**src/rtl/pixel_streamer.sv**
```systemverilog
// Raster-scan pixel source: reads size_x*size_y pixels from the pixel RAM in
// address order and streams them, followed by size_x+1 zero flush pixels.
module pixel_streamer #(
  parameter int PIX_WIDTH  = 8,
  parameter int ADDR_WIDTH = 13
) (
  input  logic                  clk,
  input  logic                  rst,
  input  logic                  start,
  input  logic [11:0]           size_x,
  input  logic [11:0]           size_y,
  output logic [ADDR_WIDTH-1:0] ram_address,
  output logic                  ram_ren,
  input  logic [PIX_WIDTH-1:0]  ram_data_out,
  output logic [PIX_WIDTH-1:0]  pixel_out,
  output logic                  pixel_out_valid,
  input  logic                  pixel_out_ready,
  output logic                  pixel_flush,
  output logic                  frame_end,
  output logic                  busy,
  output logic                  err
);

  localparam int EW = PIX_WIDTH + 2;
  localparam logic [23:0] MAX_PIXELS = 24'(2 ** ADDR_WIDTH);

  typedef enum logic [1:0] {IDLE, READ, FLUSH, DRAIN} state_t;
  state_t state, state_next;

  logic [23:0]   frame_pixels, pixels_r;
  logic [11:0]   size_x_r, flush_cnt;
  logic          size_ok, slot_free, inflight, flush_push, pop;
  logic          last_read, last_flush;
  logic [EW-1:0] fifo0, fifo1, fifo0_next, fifo1_next;
  logic [1:0]    count, count_next;

  assign frame_pixels = {12'd0, size_x} * {12'd0, size_y};
  assign size_ok      = (size_x != 12'd0) && (size_y != 12'd0) && (frame_pixels <= MAX_PIXELS);
  // Occupancy plus the read in flight, deliberately ignoring this cycle's pop.
  assign slot_free    = ({1'b0, count} + {2'b00, inflight}) < 3'd2;
  assign pop          = pixel_out_valid && pixel_out_ready;
  assign last_read    = {{(24-ADDR_WIDTH){1'b0}}, ram_address} == (pixels_r - 24'd1);
  assign last_flush   = flush_cnt == size_x_r;

  always_ff @(posedge clk or posedge rst) begin
    if (rst) state <= IDLE;
    else     state <= state_next;
  end

  always_comb begin
    state_next = state;
    case (state)
      IDLE:  if (start && size_ok)           state_next = READ;
      READ:  if (ram_ren && last_read)       state_next = FLUSH;
      FLUSH: if (flush_push && last_flush)   state_next = DRAIN;
      DRAIN: if (pop && fifo0[0])            state_next = IDLE;
      default:                               state_next = IDLE;
    endcase
  end

  always_comb begin
    ram_ren    = 1'b0;
    flush_push = 1'b0;
    busy       = 1'b0;
    case (state)
      READ:    begin ram_ren    = slot_free; busy = 1'b1; end
      FLUSH:   begin flush_push = slot_free; busy = 1'b1; end
      DRAIN:   busy = 1'b1;
      default: busy = 1'b0;
    endcase
  end

  always_ff @(posedge clk or posedge rst) begin
    if (rst) begin
      ram_address <= '0;
      inflight    <= 1'b0;
      size_x_r    <= '0;
      pixels_r    <= '0;
      flush_cnt   <= '0;
      err         <= 1'b0;
    end else begin
      inflight <= ram_ren;
      if (state == IDLE && start) begin
        if (size_ok) begin
          err         <= 1'b0;
          size_x_r    <= size_x;
          pixels_r    <= frame_pixels;
          ram_address <= '0;
          flush_cnt   <= '0;
        end else begin
          err <= 1'b1;
        end
      end
      if (ram_ren)    ram_address <= ram_address + ADDR_WIDTH'(1);
      if (flush_push) flush_cnt   <= flush_cnt + 12'd1;
    end
  end

  // RAM data and a flush entry can land on the same edge; RAM data goes first.
  always_comb begin
    fifo0_next = fifo0;
    fifo1_next = fifo1;
    count_next = count;
    if (pop) begin
      fifo0_next = fifo1;
      count_next = count - 2'd1;
    end
    if (inflight) begin
      if (count_next == 2'd0) fifo0_next = {ram_data_out, 2'b00};
      else                    fifo1_next = {ram_data_out, 2'b00};
      count_next = count_next + 2'd1;
    end
    if (flush_push) begin
      if (count_next == 2'd0) fifo0_next = {{PIX_WIDTH{1'b0}}, 1'b1, last_flush};
      else                    fifo1_next = {{PIX_WIDTH{1'b0}}, 1'b1, last_flush};
      count_next = count_next + 2'd1;
    end
  end

  always_ff @(posedge clk or posedge rst) begin
    if (rst) begin
      fifo0 <= '0;
      fifo1 <= '0;
      count <= '0;
    end else begin
      fifo0 <= fifo0_next;
      fifo1 <= fifo1_next;
      count <= count_next;
    end
  end

  assign pixel_out_valid = count != 2'd0;
  assign pixel_out       = pixel_out_valid ? fifo0[EW-1:2] : '0;
  assign pixel_flush     = pixel_out_valid & fifo0[1];
  assign frame_end       = pixel_out_valid & fifo0[0];

endmodule

```
**config.mk**
```make
export PLATFORM = sky130hd
export DESIGN_NAME = pixel_streamer
export DESIGN_NICKNAME = d
export VERILOG_FILES = /design/src/rtl/pixel_streamer.sv
export SDC_FILE = /design/constraint.sdc
export NUM_CORES = 1
export LEC_CHECK = 0
export ABC_AREA = 1
export CORE_MARGIN = 2
export CORE_UTILIZATION = 45
export DETAILED_ROUTE_END_ITERATION = 10
export SLEW_MARGIN = 10
export SYNTH_ARGS = -nofsm -noshare
export SYNTH_HDL_FRONTEND = slang
export SYNTH_SLANG_ARGS = --single-unit
```
**constraint.sdc**
```tcl
create_clock -name clk -period 3.8 [get_ports clk]
set_clock_uncertainty 0.2 [all_clocks]
set_input_delay 1.14 -clock clk [delete_from_list [all_inputs] [get_ports clk]]
set_output_delay 1.14 -clock clk [all_outputs]
set_load 0.03 [all_outputs]
```
Word level (Yosys, flattened, before mapping):

Index checks and enable logic that the tools add are counted.

* input bits: 36
* register bits: 87
* logic and storage cells: 82
* output and inout port bits: 27

* multipliers: 1
* eq/ne operators: 9
* add/subtract/negate cells: 7
* muxes and demuxes: 28
* bitwise logic cells: 2
* magnitude comparators: 2
* reductions and logical operators: 23

Operator list (number)
* 10-bit two-way mux: 9
* 13-bit two-way mux: 3
* 12-bit two-way mux: 3
* 13-bit by 24-bit == test with 1-bit output: 1
* 24-bit by 14-bit <= comparator with 1-bit output, second input constant: 1
* 12-bit by 12-bit multiplier with 24-bit output: 1
* 12-bit nonzero test: 2
* 24-bit by 1-bit subtractor with 24-bit output, second input constant: 1
* 2-bit two-way mux: 7
* 13-bit by 1-bit adder with 13-bit output, second input constant: 1
* 12-bit by 1-bit adder with 12-bit output, second input constant: 1
* 12-bit == test: 1
* 2-bit nonzero test: 5
* 1-bit logical AND: 8
* 8-bit two-way mux: 1
* 2-bit inequality test, second input constant: 4
* 2-bit one-hot mux with 4 select lines: 1
* 2-bit zero test: 3
* 2-bit AND reduction: 3
* 2-bit by 1-bit adder with 2-bit output, second input constant: 2
* 2-bit == test, second input constant: 2
* 1-bit two-way mux: 4
* 4-bit AND reduction: 1
* 2-bit by 1-bit adder with 3-bit output: 1
* other kinds (5): 6

Longest topological paths before layout:

* depth in word-level cells: 8
* mapped depth: 31
* mapped depth without buffers: 29

Worst setup path before layout:

Ideal clock, no wire load.

* path kind: input to register
* start point: in size_x[0]
* end point: reg flush_cnt[11]
* path slack: -2487 ps
* required time: 3480 ps
* data arrival time: 5967 ps
* library setup time: 120 ps
* path buffers: 2
* cell stages on the path: 26
* cells stage by stage: clkbuf_1 > nand2_1 > fa_1 > fa_1 > inv_1 > fa_1 > fa_1 > inv_1 > fa_1 > inv_1 > ha_1 > nand2_1 > inv_1 > a21oi_1 > nand3_1 > nand2_1 > nand2_1 > nand2_1 > nand2_1 > nor2_1 > nand2_1 > nor2_1 > nand3_2 > buf_2 > nor2_1 > nor2_1

* word-level cells in the longest chain between the ends: 5
* elaborated cells on any way between the ends: 7
* classes of those cells: mul: 1; order compare: 1; reduce/logical: 5

Ends and longest elaborated chain
* start, declared: RTL line 10 `input logic [11:0] size_x,`
* 12-bit by 12-bit multiplier with 24-bit output / 12-bit nonzero test (equally long branches): RTL line 37, 38
* 24-bit by 14-bit <= comparator with 1-bit output / 1-bit logical AND (equally long branches): RTL line 38 `assign size_ok = (size_x != 12'd0) && (size_y != 12'd0) && (frame_pixels <= MAX_PIXELS);`
* 1-bit logical AND (*): RTL line 38
* 2-bit nonzero test (no line) (*)
* 2-bit AND reduction (no line) (*)
* end signal, assigned: RTL line 95 `if (flush_push) flush_cnt <= flush_cnt + 12'd1;`
* end, declared: RTL line 31 `logic [11:0] size_x_r, flush_cnt;`

Every way passes the cells marked *; elsewhere a longest branch is shown, timed or not.
A chain may end at the register's enable or synchronous reset.

Worst setup path in the final report:

* start point: in size_x[5]
* end point: reg size_x_r[1]

* word-level cells in the longest chain between the ends: 4
* elaborated cells on any way between the ends: 6
* classes of those cells: mul: 1; order compare: 1; reduce/logical: 4

Ends and longest elaborated chain
* 12-bit by 12-bit multiplier with 24-bit output / 12-bit nonzero test (equally long branches): RTL line 37, 38
* 24-bit by 14-bit <= comparator with 1-bit output / 1-bit logical AND (equally long branches): RTL line 38
* 1-bit logical AND (*): RTL line 38
* 2-bit AND reduction (no line) (*)
* end signal, assigned: RTL line 86 `size_x_r <= size_x;`
* end, declared: RTL line 31

Marks and branches as above.

==> results.sh <==
export IMPL_outcome="finished, violations left"
export IMPL_failed_checks="setup timing"
export IMPL_seq_area_frac_synth_pct=21.0
export IMPL_slew_headroom_pct=50.3
export IMPL_cts_buffers=9
export IMPL_gp_congestion=0.903
export IMPL_antenna_found_initial=0
export IMPL_grt_pass1_vias=9731
export IMPL_slew_viol_final=0
export IMPL_reg2reg_setup_slack_ns=0.68
export IMPL_path_max_fanout=6
export IMPL_ys_ff_latch=87
export IMPL_fp_dieW_um=156
export IMPL_area_growth_pct=39.1
export IMPL_critical_path_class="in2reg"
export IMPL_fin_ws_ns=-2.22
export IMPL_initial_core_util_pct=45.7
export IMPL_die_area_um2=24200
export IMPL_clockBufferDepth=2
export IMPL_rr_worst_depth=14
export IMPL_cts_sinks=87
export IMPL_slowest_stage="fa_1"
export IMPL_grt_pass1_wl_mm=47.0
export IMPL_ios=63
export IMPL_ctsHoldBuffers=0
export IMPL_r2r_end="fifo1[0]$_DFF_PP0_"
export IMPL_min_period_ns=6.02
export IMPL_yosysUniqueCellTypes=34
export IMPL_synth_fp_nets=1711
export IMPL_io_buffers=62
export IMPL_n_antenna_cell=0
export IMPL_dp_hpwl_mm=20.6
export IMPL_fp_dieH_um=156
export IMPL_period_share_pct=159
export IMPL_drt_total_wl_mm=29.1
export IMPL_cp_common_cell="fa_1"
export IMPL_wl_per_cell_um=14.6
export IMPL_drt_iter0_drc=449
export IMPL_pre_cts_ws_ns=-2.99
export IMPL_num_vias=9884
export IMPL_hold_viol=0
export IMPL_final_setup_viol_count=64
export IMPL_drv_cap=0
export IMPL_tightest_slew_ns=0.742
export IMPL_final_nets=1918
export IMPL_cts_tree="yes"
export IMPL_hold_class="reg2reg"
export IMPL_hp_start="fifo1[1]$_DFF_PP0_"
export IMPL_syn_avg_cell_area_um2=6.89
export IMPL_track_usage_pct=24.2
export IMPL_ys_warn_count=0
export IMPL_clock_latency_ns=0.35
export IMPL_fmax_mhz=166
export IMPL_row_count=55
export IMPL_synth_cells=1503
export IMPL_rsz0062_at_grt="true"
export IMPL_grt_overflow=0
export IMPL_clkTransAtPathRegs_ns=0.07
export IMPL_start_kind="input port"
export IMPL_ant_nets=0
export IMPL_core_area_um2=22600
export IMPL_whs_endpoint="fifo1[1]$_DFF_PP0_"
export IMPL_hold_depth=2
export IMPL_vias_per_cell=4.94
export IMPL_cp_arrival_ns=6.11
export IMPL_required_ns=3.89
export IMPL_drc=0
export IMPL_htreeDepth=3
export IMPL_netlist_area_um2=10400
export IMPL_dr_pass1_iters=5
export IMPL_cts_root_buf="clkbuf_16"
export IMPL_drive_gt1_share_pct=25.7
export IMPL_r2r_start="count[1]$_DFF_PP0_"
export IMPL_cp_end_kind="register"
export IMPL_grt_max_degree=88
export IMPL_critPathMaxStageDelay_ns=0.56
-- what timing repair did --
| item | in CTS | in global routing |
|---|---|---|
| pin swaps | 52 | 127 |
| setup buffers | 41 | 10 |
| setup endpoints to repair | 64 | 64 |
| resized for setup | 161 | 200 |
| gates cloned | 12 | 6 |
-- critical path, delay by kind of cell --
family	cells	cell delay, ns
adder cells (fa/ha/maj)	6	2.84
AND/OR/NAND/NOR	14	1.12
buffers and inverters	11	0.98
-- cells by family (layout without fill, tap and decap cells) --
logic type	after synthesis	in the layout	share of synthesized area (%)
buf+inv	380	592	14.0
simple gates	735	735	29.3
compound gates	97	97	4.95
mux	1	1	0.0967
fa+ha+maj	172	172	28.0
flops	87	87	21.0
xor+xnor	31	31	2.62
-- worst max path at each step --
stage                                  end  depth (start not counted)  startpoint  slack, ns
3_5_place_dp   ram_address[12]$_DFFE_PP0P_                         26   size_y[4]      -2.99
4_1_cts           pixels_r[13]$_DFFE_PP0P_                         30   size_y[8]      -2.27
3_3_place_gp   ram_address[11]$_DFFE_PP0P_                         26   size_y[5]      -2.99
2_1_floorplan    flush_cnt[11]$_DFFE_PP0P_                         29   size_y[8]      -2.00
6_report           size_x_r[1]$_DFFE_PP0P_                         31   size_x[5]      -2.22
5_1_grt            size_x_r[1]$_DFFE_PP0P_                         31   size_y[3]      -2.45
-- through the flow --
stage	area [um^2]	setup TNS (ns)	utilization, %	hold slack [ns]	cells
final	14400	-140.30	63.6	0.286	2000
after global routing	14400	-153.00	63.6	0.332	2000
after CTS	13600	-141.96	60.1	0.289	1988
after floorplan	10900	-125.99	-	0.245	1503
after global placement	12400	-186.21	54.9	0.270	1919
after detailed placement	12400	-185.97	54.9	0.270	1919
-- flip-flops by register name, summed over array words and instances (netlist names) --
register / flops
fifo1: 10
size_x_r: 12
err: 1
pixels_r: 24
inflight: 1
count: 2
fifo0: 10
ram_address: 13
flush_cnt: 12
state: 2
-- cells in the mapped netlist, drive strengths merged --
cell    count  area [um^2]
ha         72          901
o21bai      1         7.51
mux2i       1         10.0
buf        11         61.3
a31oi       2         12.5
xor2       21          184
clkinv      1         3.75
xnor2      10         87.6
fa        100         2000
nand3     105          531
nor2      140          538
nand2     439         1650
a21oi      33          173
nor4        5         31.3
clkbuf     32          120
a211oi      6         45.0
dfrtp      87         2180
nand4      10         62.6
nand3b     14          105
inv       336         1260
o21ai      55          275
and2        1         6.26
or2         4         25.0
nor3       17         85.1
-- layer usage --
layer / global-route usage, % / vias up / routed length [um]
met5: 0 / - / 0
met4: 8.74 / 0 / 886
met3: 2.86 / 58 / 1070
met2: 42.7 / 207 / 14700
met1: 30.7 / 4694 / 12500
li1: - / 4925 / -
-- cell type report --
cell class	count	area, um^2
Tap cell	285	357
Inverter	337	1270
Fill cell	1970	8240
Clock buffer	9	225
Timing Repair Buffer	239	2560
Clock inverter	7	70.1
Multi-Input combinational cell	1036	7740
Sequential cell	87	2180
-- cell usage in the layout (no fill, tap or decap), drive strengths merged --
| master | count |
|---|---|
| nand2 | 439 |
| inv | 340 |
| buf | 182 |
| nor2 | 140 |
| nand3 | 105 |
| fa | 100 |
| dfrtp | 87 |
| ha | 72 |
| o21ai | 55 |
| clkdlybuf4s50 | 38 |
| a21oi | 33 |
| clkbuf | 22 |
| xor2 | 21 |
| nor3 | 17 |
| nand3b | 14 |
| nand4 | 10 |
| xnor2 | 10 |
| a211oi | 6 |
| nor4 | 5 |
| or2 | 4 |
| bufbuf | 3 |
| dlymetal6s2s | 3 |
| clkinv | 3 |
| a31oi | 2 |
| o21bai | 1 |
| mux2i | 1 |
| and2 | 1 |
| clkinvlp | 1 |
Power is left out: the tool's default activity adds up to more than one toggle a clock period on the data nets, which glitch-free logic cannot reach.
